<file path="config.mk">
export PLATFORM = sky130hd
export DESIGN_NAME = sd_cmd_engine
export DESIGN_NICKNAME = d
export VERILOG_FILES = /design/src/rtl/sd_cmd_engine.sv
export SDC_FILE = /design/constraint.sdc
export NUM_CORES = 1
export LEC_CHECK = 0
export ABC_AREA = 1
export BUFFER_PORTS_ARGS = -buffer_cell sky130_fd_sc_hd__buf_4
export CORE_MARGIN = 8
export CORE_UTILIZATION = 53
export CTS_BUF_LIST = sky130_fd_sc_hd__clkbuf_4 sky130_fd_sc_hd__clkbuf_8
export DETAILED_ROUTE_END_ITERATION = 8
export HOLD_SLACK_MARGIN = 0.15
export PLACE_DENSITY = 0.88
export SLEW_MARGIN = 25
export SYNTH_ARGS = -nofsm -noshare
export SYNTH_HDL_FRONTEND = slang
export SYNTH_SLANG_ARGS = --single-unit
</file>
<file path="constraint.sdc">
create_clock -name clk -period 13.8 [get_ports clk]
set_input_delay 4.14 -clock clk [delete_from_list [all_inputs] [get_ports clk]]
set_output_delay 4.14 -clock clk [all_outputs]
set_load 0.01 [all_outputs]
</file>
<file path="src/rtl/sd_cmd_engine.sv">
// SD CMD-line command engine: send a frame, collect and check the response, retry, wait out R1b busy.
// Accepts one command at a time (cmd_ready only in IDLE); completion is flagged by a one-cycle done pulse.
module sd_cmd_engine #(
  parameter int          RESP_TIMEOUT    = 64,
  parameter int          BUSY_TIMEOUT    = 65535,
  parameter int          MAX_RETRIES     = 2,
  parameter logic [31:0] STATUS_ERR_MASK = 32'hFDF9_8008
) (
  input  logic         clk,
  input  logic         reset,
  input  logic         cmd_valid,
  output logic         cmd_ready,
  input  logic [5:0]   cmd_index,
  input  logic [31:0]  cmd_arg,
  input  logic [2:0]   resp_type,
  output logic         tx_start,
  output logic [37:0]  tx_frame,
  input  logic         tx_done,
  output logic         rx_en,
  input  logic         rx_done,
  input  logic         rx_crc_err,
  input  logic [126:0] rx_resp,
  input  logic         dat0,
  output logic         done,
  output logic [4:0]   err,
  output logic [126:0] resp_out,
  output logic [1:0]   retry_cnt
);

  localparam int TMAX = (RESP_TIMEOUT > BUSY_TIMEOUT) ? RESP_TIMEOUT : BUSY_TIMEOUT;
  localparam int TW   = $clog2(TMAX + 1);
  localparam logic [TW-1:0] RESP_LAST = TW'(RESP_TIMEOUT - 1);
  localparam logic [TW-1:0] BUSY_LAST = TW'(BUSY_TIMEOUT - 1);

  localparam logic [2:0] RT_NONE = 3'd0;
  localparam logic [2:0] RT_R1   = 3'd1;
  localparam logic [2:0] RT_R1B  = 3'd2;
  localparam logic [2:0] RT_R3   = 3'd4;

  typedef enum logic [2:0] {IDLE, SEND, WAIT_TX, WAIT_RESP, CHECK, BUSY, DONE} state_t;

  state_t         state, state_nxt;
  logic [2:0]     rtype, rtype_nxt;
  logic           crc_q, crc_nxt;
  logic [TW-1:0]  timer, timer_nxt, timer_inc;
  logic [37:0]    frame_nxt;
  logic [126:0]   resp_nxt;
  logic [4:0]     err_nxt, fail_bit;
  logic [1:0]     retry_nxt;
  logic           retry_req, can_retry, is_r1;

  // Saturating so a long busy wait can never alias back to zero
  assign timer_inc = (&timer) ? timer : timer + TW'(1);
  assign can_retry = int'(retry_cnt) < MAX_RETRIES;
  assign is_r1     = (rtype == RT_R1) || (rtype == RT_R1B);

  always_comb begin
    state_nxt = state;
    rtype_nxt = rtype;
    crc_nxt   = crc_q;
    timer_nxt = timer;
    frame_nxt = tx_frame;
    resp_nxt  = resp_out;
    err_nxt   = err;
    retry_nxt = retry_cnt;
    retry_req = 1'b0;
    fail_bit  = '0;
    cmd_ready = 1'b0;
    tx_start  = 1'b0;
    rx_en     = 1'b0;
    done      = 1'b0;
    case (state)
      IDLE: begin
        cmd_ready = 1'b1;
        if (cmd_valid) begin
          frame_nxt = {cmd_index, cmd_arg};
          rtype_nxt = (resp_type > RT_R3) ? RT_NONE : resp_type;
          err_nxt   = '0;
          retry_nxt = '0;
          state_nxt = SEND;
        end
      end
      SEND: begin
        tx_start  = 1'b1;
        state_nxt = WAIT_TX;
      end
      WAIT_TX: begin
        if (tx_done) begin
          timer_nxt = '0;
          state_nxt = (rtype == RT_NONE) ? DONE : WAIT_RESP;
        end
      end
      WAIT_RESP: begin
        rx_en     = 1'b1;
        timer_nxt = timer_inc;
        if (rx_done) begin
          resp_nxt  = rx_resp;
          crc_nxt   = rx_crc_err;
          state_nxt = CHECK;
        end else if (timer == RESP_LAST) begin
          retry_req = 1'b1;
          fail_bit  = 5'b00001;
        end
      end
      CHECK: begin
        if (crc_q && (rtype != RT_R3)) begin
          retry_req = 1'b1;
          fail_bit  = 5'b00010;
        end else if (is_r1 && (resp_out[125:120] != tx_frame[37:32])) begin
          retry_req = 1'b1;
          fail_bit  = 5'b00100;
        end else if (is_r1 && |(resp_out[119:88] & STATUS_ERR_MASK)) begin
          err_nxt[3] = 1'b1;
          state_nxt  = DONE;
        end else if (rtype == RT_R1B) begin
          timer_nxt = '0;
          state_nxt = BUSY;
        end else begin
          state_nxt = DONE;
        end
      end
      BUSY: begin
        timer_nxt = timer_inc;
        if (dat0) begin
          state_nxt = DONE;
        end else if (timer == BUSY_LAST) begin
          err_nxt[4] = 1'b1;
          state_nxt  = DONE;
        end
      end
      DONE: begin
        done      = 1'b1;
        state_nxt = IDLE;
      end
      default: state_nxt = IDLE;
    endcase
    // Timeout, CRC and index failures share one re-send path
    if (retry_req) begin
      if (can_retry) begin
        retry_nxt = retry_cnt + 2'd1;
        state_nxt = SEND;
      end else begin
        err_nxt   = err | fail_bit;
        state_nxt = DONE;
      end
    end
  end

  always_ff @(posedge clk or posedge reset) begin
    if (reset) begin
      state     <= IDLE;
      rtype     <= RT_NONE;
      crc_q     <= 1'b0;
      timer     <= '0;
      tx_frame  <= '0;
      resp_out  <= '0;
      err       <= '0;
      retry_cnt <= '0;
    end else begin
      state     <= state_nxt;
      rtype     <= rtype_nxt;
      crc_q     <= crc_nxt;
      timer     <= timer_nxt;
      tx_frame  <= frame_nxt;
      resp_out  <= resp_nxt;
      err       <= err_nxt;
      retry_cnt <= retry_nxt;
    end
  end

endmodule

</file>
### Yosys cells after proc, flatten, opt, wreduce, memory -nomap -nowiden

Index checks and enable logic that the tools add are counted.

* word-level logic and storage cells: 101
* bits in registers: 195
* bits of input ports: 175
* bits in writable memories: 0
* latch bits: 0
* bits in read-only memories: 0
* memories kept: 0

* bitwise gates (word level): 1
* multipliers: 0
* multiplexer cells: 50
* add/subtract/negate cells: 2
* magnitude comparators: 2
* div/mod/pow operators: 0
* reductions and logical operators: 14
* shifts and indexed selects: 0
* equality and inequality tests: 24

Operator list (count)
* $mux 16: 6
* $pmux 16 s3: 1
* $mux 3: 15
* $ne 3x3->1 const B: 6
* $pmux 3 s6: 1
* $add 16x1->16 const B: 1
* $eq 16x16->1 const B: 1
* $eq 16x6->1 const B: 1
* $reduce_and 16->1: 1
* $mux 1: 15
* $mux 5: 3
* $reduce_or 15->1: 1
* $ne 2x2->1 const B: 6
* $mux 2: 5
* $eq 3x2->1 const B: 3
* $eq 3x3->1 const B: 3
* $reduce_and 7->1: 1
* $eq 3x1->1 const B: 2
* $logic_not 3->1: 2
* $ne 6x6->1: 1
* $pmux 1 s2: 3
* $pmux 3 s2: 1
* $reduce_and 6->1: 1
* $or 5x5->5: 1
* other kinds (9): 12

### Depth between registers and ports, before layout

Gate-level depths: netlist of run 1.

* depth in word-level cells: 9
* mapped depth: 12
* depth with buffers taken out: 11

### Least setup slack after synthesis of run 1

OpenSTA, ideal clock, no wires.

* path type: input to register
* start point: input rx_done
* end point: register resp_out[0]
* setup time: 128 ps
* required time: 13672 ps
* data arrival time: 4981 ps
* path slack: 8692 ps
* stages: 4
* cells stage by stage: nand2_2 > buf_2 > buf_2 > mux2_1

* longest elaborated chain between the ends: 1

Ends and longest elaborated chain
* start: declaration: line 20 `input logic rx_done,`
* $reduce_and 2->1 (no source line)
* end signal: assignment: line 165 `resp_out <= resp_nxt;`
* end: declaration: line 26 `output logic [126:0] resp_out,`

Every way passes these cells.
A chain may end at the register's enable or synchronous reset.

### Worst setup path after layout of run 1

* start point: register state[0]
* end point: output cmd_ready

* longest elaborated chain between the ends: 2

Ends and longest elaborated chain
* start: declaration: line 42 `state_t state, state_nxt;`
* start signal: assignment: line 160 `state <= state_nxt;`
* $logic_not 3->1: line 72 `case (state)`
* $mux 1: line 72
* end: declaration: line 12 `output logic cmd_ready,`

Every way passes these cells.

==> flow_metrics.env, run 1 <==
export IMPL_status="completed"
export IMPL_core_um2=15100
export IMPL_critPathRequiredTime_ns=9.66
export IMPL_skew_ns=0.0135
export IMPL_ir_drop_mv=0.136
export IMPL_synth_main_ff_cell="dfrtp_1"
export IMPL_cts_sinks=195
export IMPL_ys_top_cells_by_count="nand2_1, dfrtp_1, mux2_2, nor2_1, inv_1"
export IMPL_hpwl_um=19300
export IMPL_cts_hold_buf=0
export IMPL_dr_pass1_iters=4
export IMPL_rsz0062_at_grt="false"
export IMPL_postCtsResizedCells=0
export IMPL_tns_ns=0
export IMPL_setup_slack_ns=8.21
export IMPL_worst_ep_arrival_time_ns=1.45
export IMPL_synthCells=744
export IMPL_synth_edf_count=0
export IMPL_drc=0
export IMPL_cap_violations=0
export IMPL_holdPathStages=2
export IMPL_start_util_pct=53.8
export IMPL_final_cells=1292
export IMPL_synth_top_family_by_area="multiplexers"
export IMPL_yosys_area_top_type="dfrtp_1"
export IMPL_synthMuxAreaShare_pct=16.7
export IMPL_layout_min_cycle_time_ns=5.59
export IMPL_period_share_pct=40.5
export IMPL_synth_area_um2=8160
export IMPL_port_buffers=350
export IMPL_ioPinCount=351
export IMPL_htreeDepth=4
export IMPL_synth_area_leaders="dfrtp_1, mux2_2, nand2_1, mux2_1, nor2_1"
export IMPL_rows=45
export IMPL_drtIter0Drc=310
export IMPL_hold_slack_ns=0.486
export IMPL_max_stage_delay_ns=0.48
export IMPL_setup_viol=0
export IMPL_cp_start_kind="flop"
export IMPL_gp_congestion=0.865
export IMPL_crit_chain="nor2_1, nand2_1, inv_1, buf_4"
export IMPL_grt_pass1_vias=6894
export IMPL_cts_buffers=17
export IMPL_syn_num_nets=921
export IMPL_cts_root_buf="clkbuf_8"
export IMPL_worstSetupPathType="flop to output port"
export IMPL_drv_slew=0
export IMPL_finalHoldViolCount=0
export IMPL_grt_pass1_wl_um=38000
export IMPL_rr_worst_depth=10
export IMPL_drt_wl_total_um=24700
export IMPL_wl_per_cell_um=19.1
export IMPL_place_inst=1259
export IMPL_p_per_area_nw_per_um2=214
export IMPL_cts_tree="yes"
export IMPL_cp_max_fo=7
export IMPL_die_width_um=140
export IMPL_ant_nets=0
export IMPL_crit_slowest_cell="dfrtp_1"
export IMPL_synth_simple_area_share_pct=15.6
export IMPL_die_y_um=140
export IMPL_grt_overflow=0
export IMPL_antenna_found_initial=1
export IMPL_die_area_um2=19600
export IMPL_final_area_um2=11300
export IMPL_cts_path_max_buffers=2
export IMPL_final_util_pct=74.7
export IMPL_async_flop_share_pct=100
export IMPL_syn_to_final_growth_pct=38.7
export IMPL_dp_worst_setup_slack_ns=7.89
export IMPL_synth_warnings=0
export IMPL_min_delay_path_class="flop to flop"
export IMPL_routed_via_count=6670
export IMPL_worst_slew_pin_slew_ns=1.01
export IMPL_synthMostInstantiatedCell="nand2_1"
export IMPL_synth_top_area_share_pct=59.8
export IMPL_grtUsageTotal_pct=25.0
export IMPL_clock_latency_ns=0.45
export IMPL_fin_nets=1267
export IMPL_ys_ff_latch=195
export IMPL_finalPower_mw=2.42
export IMPL_placed_cell_area_um2=10900
export IMPL_endpoint_kind="output port"
export IMPL_layout_drive_gt1_share_pct=45.1
export IMPL_synth_distinct_cells=35
export IMPL_syn_avg_cell_area_um2=11.0
export IMPL_viasPerCell=5.16
export IMPL_clk_pin_slew_worst_paths_ns=0.09
export IMPL_grt_max_degree=136
export IMPL_clock_fmax_mhz=179
export IMPL_synth_fa_ha_area_share_pct=0.307
export IMPL_synth_xor_area_share_pct=0.752
export IMPL_cts_setup_buffers=0
export IMPL_ys_seq_area_share_pct=59.8
export IMPL_p_leak_nw=5.80
export IMPL_maxSlewHeadroom_pct=32.8
export IMPL_synth_compound_area_share_pct=3.19
-- flip-flops by register name (all words and copies together) (netlist names) --
| name | cells |
|---|---|
| crc_q | 1 |
| tx_frame | 38 |
| resp_out | 127 |
| err | 5 |
| timer | 16 |
| retry_cnt | 2 |
| state | 3 |
| rtype | 3 |
-- cell type report --
class | instances | area, um^2
timing repair buffer | 353 | 2650
tap | 188 | 235
antenna | 1 | 2.50
fill | 1024 | 3840
multi-input combinational | 480 | 3000
sequential | 195 | 4880
inverter | 43 | 169
clock inverter | 9 | 70.1
clock buffer | 23 | 304
-- routing by layer --
layer / track usage [%] / vias to the layer above / part of all wire [%]
met2: 43.5 / 256 / 51
li1: - / 3112 / -
met5: 0 / - / 0
met3: 11.4 / 56 / 9.8
met4: 10.8 / 0 / 3.7
met1: 25.5 / 3246 / 35
-- critical path, delay by kind of cell, from the launching register on --
| family | cells | cell delay (ns) |
|---|---|---|
| flip-flops | 1 | 0.48 |
| AND/OR/NAND/NOR | 2 | 0.28 |
| buffers and inverters | 2 | 0.25 |
-- cells in the final DEF (no fill, tap or decap), drive strengths merged --
cell,count
buf,353
nand2,203
dfrtp,195
mux2,121
nor2,54
inv,45
o21ai,25
nand3,24
clkbuf,23
a21oi,12
or2,8
nand4,8
xor2,6
nor3,6
clkinvlp,4
clkinv,3
o31ai,2
ha,2
diode,1
nor3b,1
nand3b,1
or3,1
nor4,1
o21a,1
a21boi,1
o22ai,1
o41ai,1
xnor2,1
-- where the power goes --
group | internal (mW) | switching [mW]
Clock | 0.150 | 0.197
Sequential | 0.825 | 0.161
Combinational | 0.551 | 0.537
Total | 1.53 | 0.896
-- kinds of logic after synthesis --
group                      Yosys count
and+or+nand+nor                    307
muxes                              121
buffers and inverters               69
adders and majority gates            2
DFF                                195
xor gates and xnor gates             7
AOI/OAI and AO/OA                   43
-- path summary, 6_finish.rpt --
| path | from | to | slack [ns] |
|---|---|---|---|
| setup reg to reg | state[0] | retry_cnt[0] | 11.49 |
| hold reg to reg | tx_frame[11] | tx_frame[11] | 0.49 |
| hold / removal | tx_frame[11] | tx_frame[11] | 0.49 |
| max in group asynchronous | reset | timer[11] | 8.79 |
| min in group asynchronous | reset | resp_out[23] | 3.83 |
| setup / recovery | state[0] | cmd_ready | 8.21 |
No activity file was read; power rests on OpenSTA's default activity.
==> inputs of run 2 (changes only) <==
- CORE_UTILIZATION: 53 -> 45
- PLACE_DENSITY: 0.88 -> 0.79
- clock period: 13.8 -> 4.9 ns (I/O delays scaled with it)
==> flow_metrics.env, run 2 (synthesized netlist as in run 1, its figures left out) <==
export IMPL_ir_drop_mv=0.429
export IMPL_max_stage_delay_ns=0.48
export IMPL_crit_end="cmd_ready"
export IMPL_hold_slack_ns=0.488
export IMPL_placed_cell_area_um2=11000
export IMPL_r2r_start="state[0]"
export IMPL_status="completed"
export IMPL_pwr_share_clk_pct=15.6
export IMPL_cp_max_fo=7
export IMPL_cts_tree="yes"
export IMPL_final_cell_mix="buf_4, nand2_1, dfrtp_1, mux2_2, nor2_1"
export IMPL_cts_sinks=195
export IMPL_port_buffers=350
export IMPL_dp_worst_setup_slack_ns=1.88
export IMPL_critPathRequiredTime_ns=3.43
export IMPL_ant_nets=0
export IMPL_power_frac_comb_pct=44.3
export IMPL_postCtsResizedCells=0
export IMPL_worst_ep_arrival_time_ns=1.51
export IMPL_layout_drive_gt1_share_pct=45.2
export IMPL_cap_violations=0
export IMPL_period_share_pct=60.9
export IMPL_critical_path_top_delay_family="flip-flops"
export IMPL_p_leak_nw=5.83
export IMPL_routed_via_count=6575
export IMPL_htreeDepth=4
export IMPL_largest_register_ffs=127
export IMPL_cts_path_max_buffers=2
export IMPL_seq_power_share_pct=40.1
export IMPL_gp_congestion=0.827
export IMPL_skew_ns=0.0210
export IMPL_final_common_cell="buf_4"
export IMPL_ioPinCount=351
export IMPL_top_register="resp_out"
export IMPL_drv_slew=0
export IMPL_worst_path_stages=4
export IMPL_netSwitchingFraction_pct=37.2
export IMPL_tns_ns=0
export IMPL_start_util_pct=45.6
export IMPL_drtIter0Drc=264
export IMPL_setup_slack_ns=1.92
export IMPL_place_inst=1302
export IMPL_rr_worst_depth=9
export IMPL_die_width_um=151
export IMPL_cp_start_kind="flop"
export IMPL_worstPathBufferInverterCount=2
export IMPL_final_area_um2=11400
export IMPL_layout_min_cycle_time_ns=2.98
export IMPL_clk_pin_slew_worst_paths_ns=0.10
export IMPL_cts_buffers=17
export IMPL_finalHoldViolCount=0
export IMPL_grt_pass1_vias=6914
export IMPL_grt_overflow=0
export IMPL_rows=49
export IMPL_wl_per_cell_um=18.5
export IMPL_cts_setup_buffers=0
export IMPL_rsz0062_at_grt="false"
export IMPL_dr_pass1_iters=4
export IMPL_grt_max_degree=136
export IMPL_clock_latency_ns=0.47
export IMPL_viasPerCell=4.91
export IMPL_drt_wl_total_um=24800
export IMPL_final_util_pct=63.8
export IMPL_crit_slowest_cell="dfrtp_1"
export IMPL_p_int_mw=4.32
export IMPL_final_cells=1338
export IMPL_die_y_um=151
export IMPL_die_area_um2=22700
export IMPL_syn_to_final_growth_pct=40.1
export IMPL_hpwl_um=19400
export IMPL_fin_nets=1269
export IMPL_setup_viol=0
export IMPL_antenna_found_initial=7
export IMPL_p_per_area_nw_per_um2=602
export IMPL_drc=0
export IMPL_switching_power_mw=2.56
export IMPL_crit_chain="nor2_1, nand2_1, inv_1, buf_4"
export IMPL_nFillCells=1470
export IMPL_reg2reg_slack_ns=2.58
export IMPL_r2r_end="tx_frame[30]"
export IMPL_cts_root_buf="clkbuf_8"
export IMPL_worstSetupPathType="flop to output port"
export IMPL_finalPower_mw=6.88
export IMPL_clock_fmax_mhz=335
export IMPL_core_um2=17900
export IMPL_startpoint="state[0]"
export IMPL_top_regs="resp_out: 127 flops, tx_frame: 38 flops, timer: 16 flops"
export IMPL_grt_pass1_wl_um=37600
export IMPL_cts_hold_buf=0
export IMPL_min_delay_path_class="flop to flop"
export IMPL_worst_slew_pin_slew_ns=1.04
export IMPL_grtUsageTotal_pct=21.8
export IMPL_endpoint_kind="output port"
export IMPL_maxSlewHeadroom_pct=30.4
[run 2: cell count changes in the layout (fill, tap and decap cells not counted), moves of 2 or more]
cell,previous run,this run
clkbuf_8,21,17
inv_6,2,6
clkinv_8,0,3
diode_2,1,4
buf_4,352,354
clkinv_4,2,0
clkinvlp_4,4,2
[run 2: worst min path at each step]
stage / startpoint / cells after the start / slack (ns) / endpoint
2_1_floorplan: crc_q / 1 / 0.48 / crc_q
3_3_place_gp: tx_frame[4] / 2 / 0.46 / tx_frame[4]
3_5_place_dp: tx_frame[6] / 2 / 0.47 / tx_frame[6]
4_1_cts: tx_frame[6] / 2 / 0.49 / tx_frame[6]
5_1_grt: tx_frame[17] / 2 / 0.50 / tx_frame[17]
6_report: tx_frame[17] / 2 / 0.49 / tx_frame[17]
[run 2: final cells by class]
class                           count  area (um^2)  share of cell area [%]
Tap cell                          229          287                    2.51
Multi-Input combinational cell    480         3000                    26.2
Clock buffer                       19          249                    2.18
Inverter                           43          165                    1.45
Timing Repair Buffer              355         2680                    23.4
Antenna cell                        4         10.0                  0.0876
Clock inverter                     13          161                    1.41
Sequential cell                   195         4880                    42.7
[run 2: power by group through the flow]
| stage | clock network (mW) | logic (mW) | registers, mW |
|---|---|---|---|
| 6_report | 1.07 | 3.05 | 2.76 |
| 5_1_grt | 1.16 | 3.31 | 2.85 |
| 4_1_cts | 1.10 | 3.10 | 2.76 |
| 3_5_place_dp | 0 | 3.10 | 2.78 |
| 3_3_place_gp | 0 | 3.04 | 2.74 |
| 2_1_floorplan | 0 | 1.19 | 3.05 |
[run 2: worst reg2reg max path: stages, from the launching register on]
cell and delay [ns]:
dfrtp_1 0.48, nor2_1 0.22, nand2_1 0.10, inv_1 0.12
nand2_1 0.07, buf_4 0.26, inv_1 0.43, buf_4 0.40
nand2_1 0.12, nand2_1 0.07
[run 2: routing by layer]
metal / global-route usage (%) / wire length, um / vias up
li1: - / - / 3119
met1: 22.6 / 8770 / 3159
met2: 37.0 / 12600 / 244
met3: 10.7 / 2590 / 47
met4: 8.96 / 791 / 6
met5: 0 / 43 / -
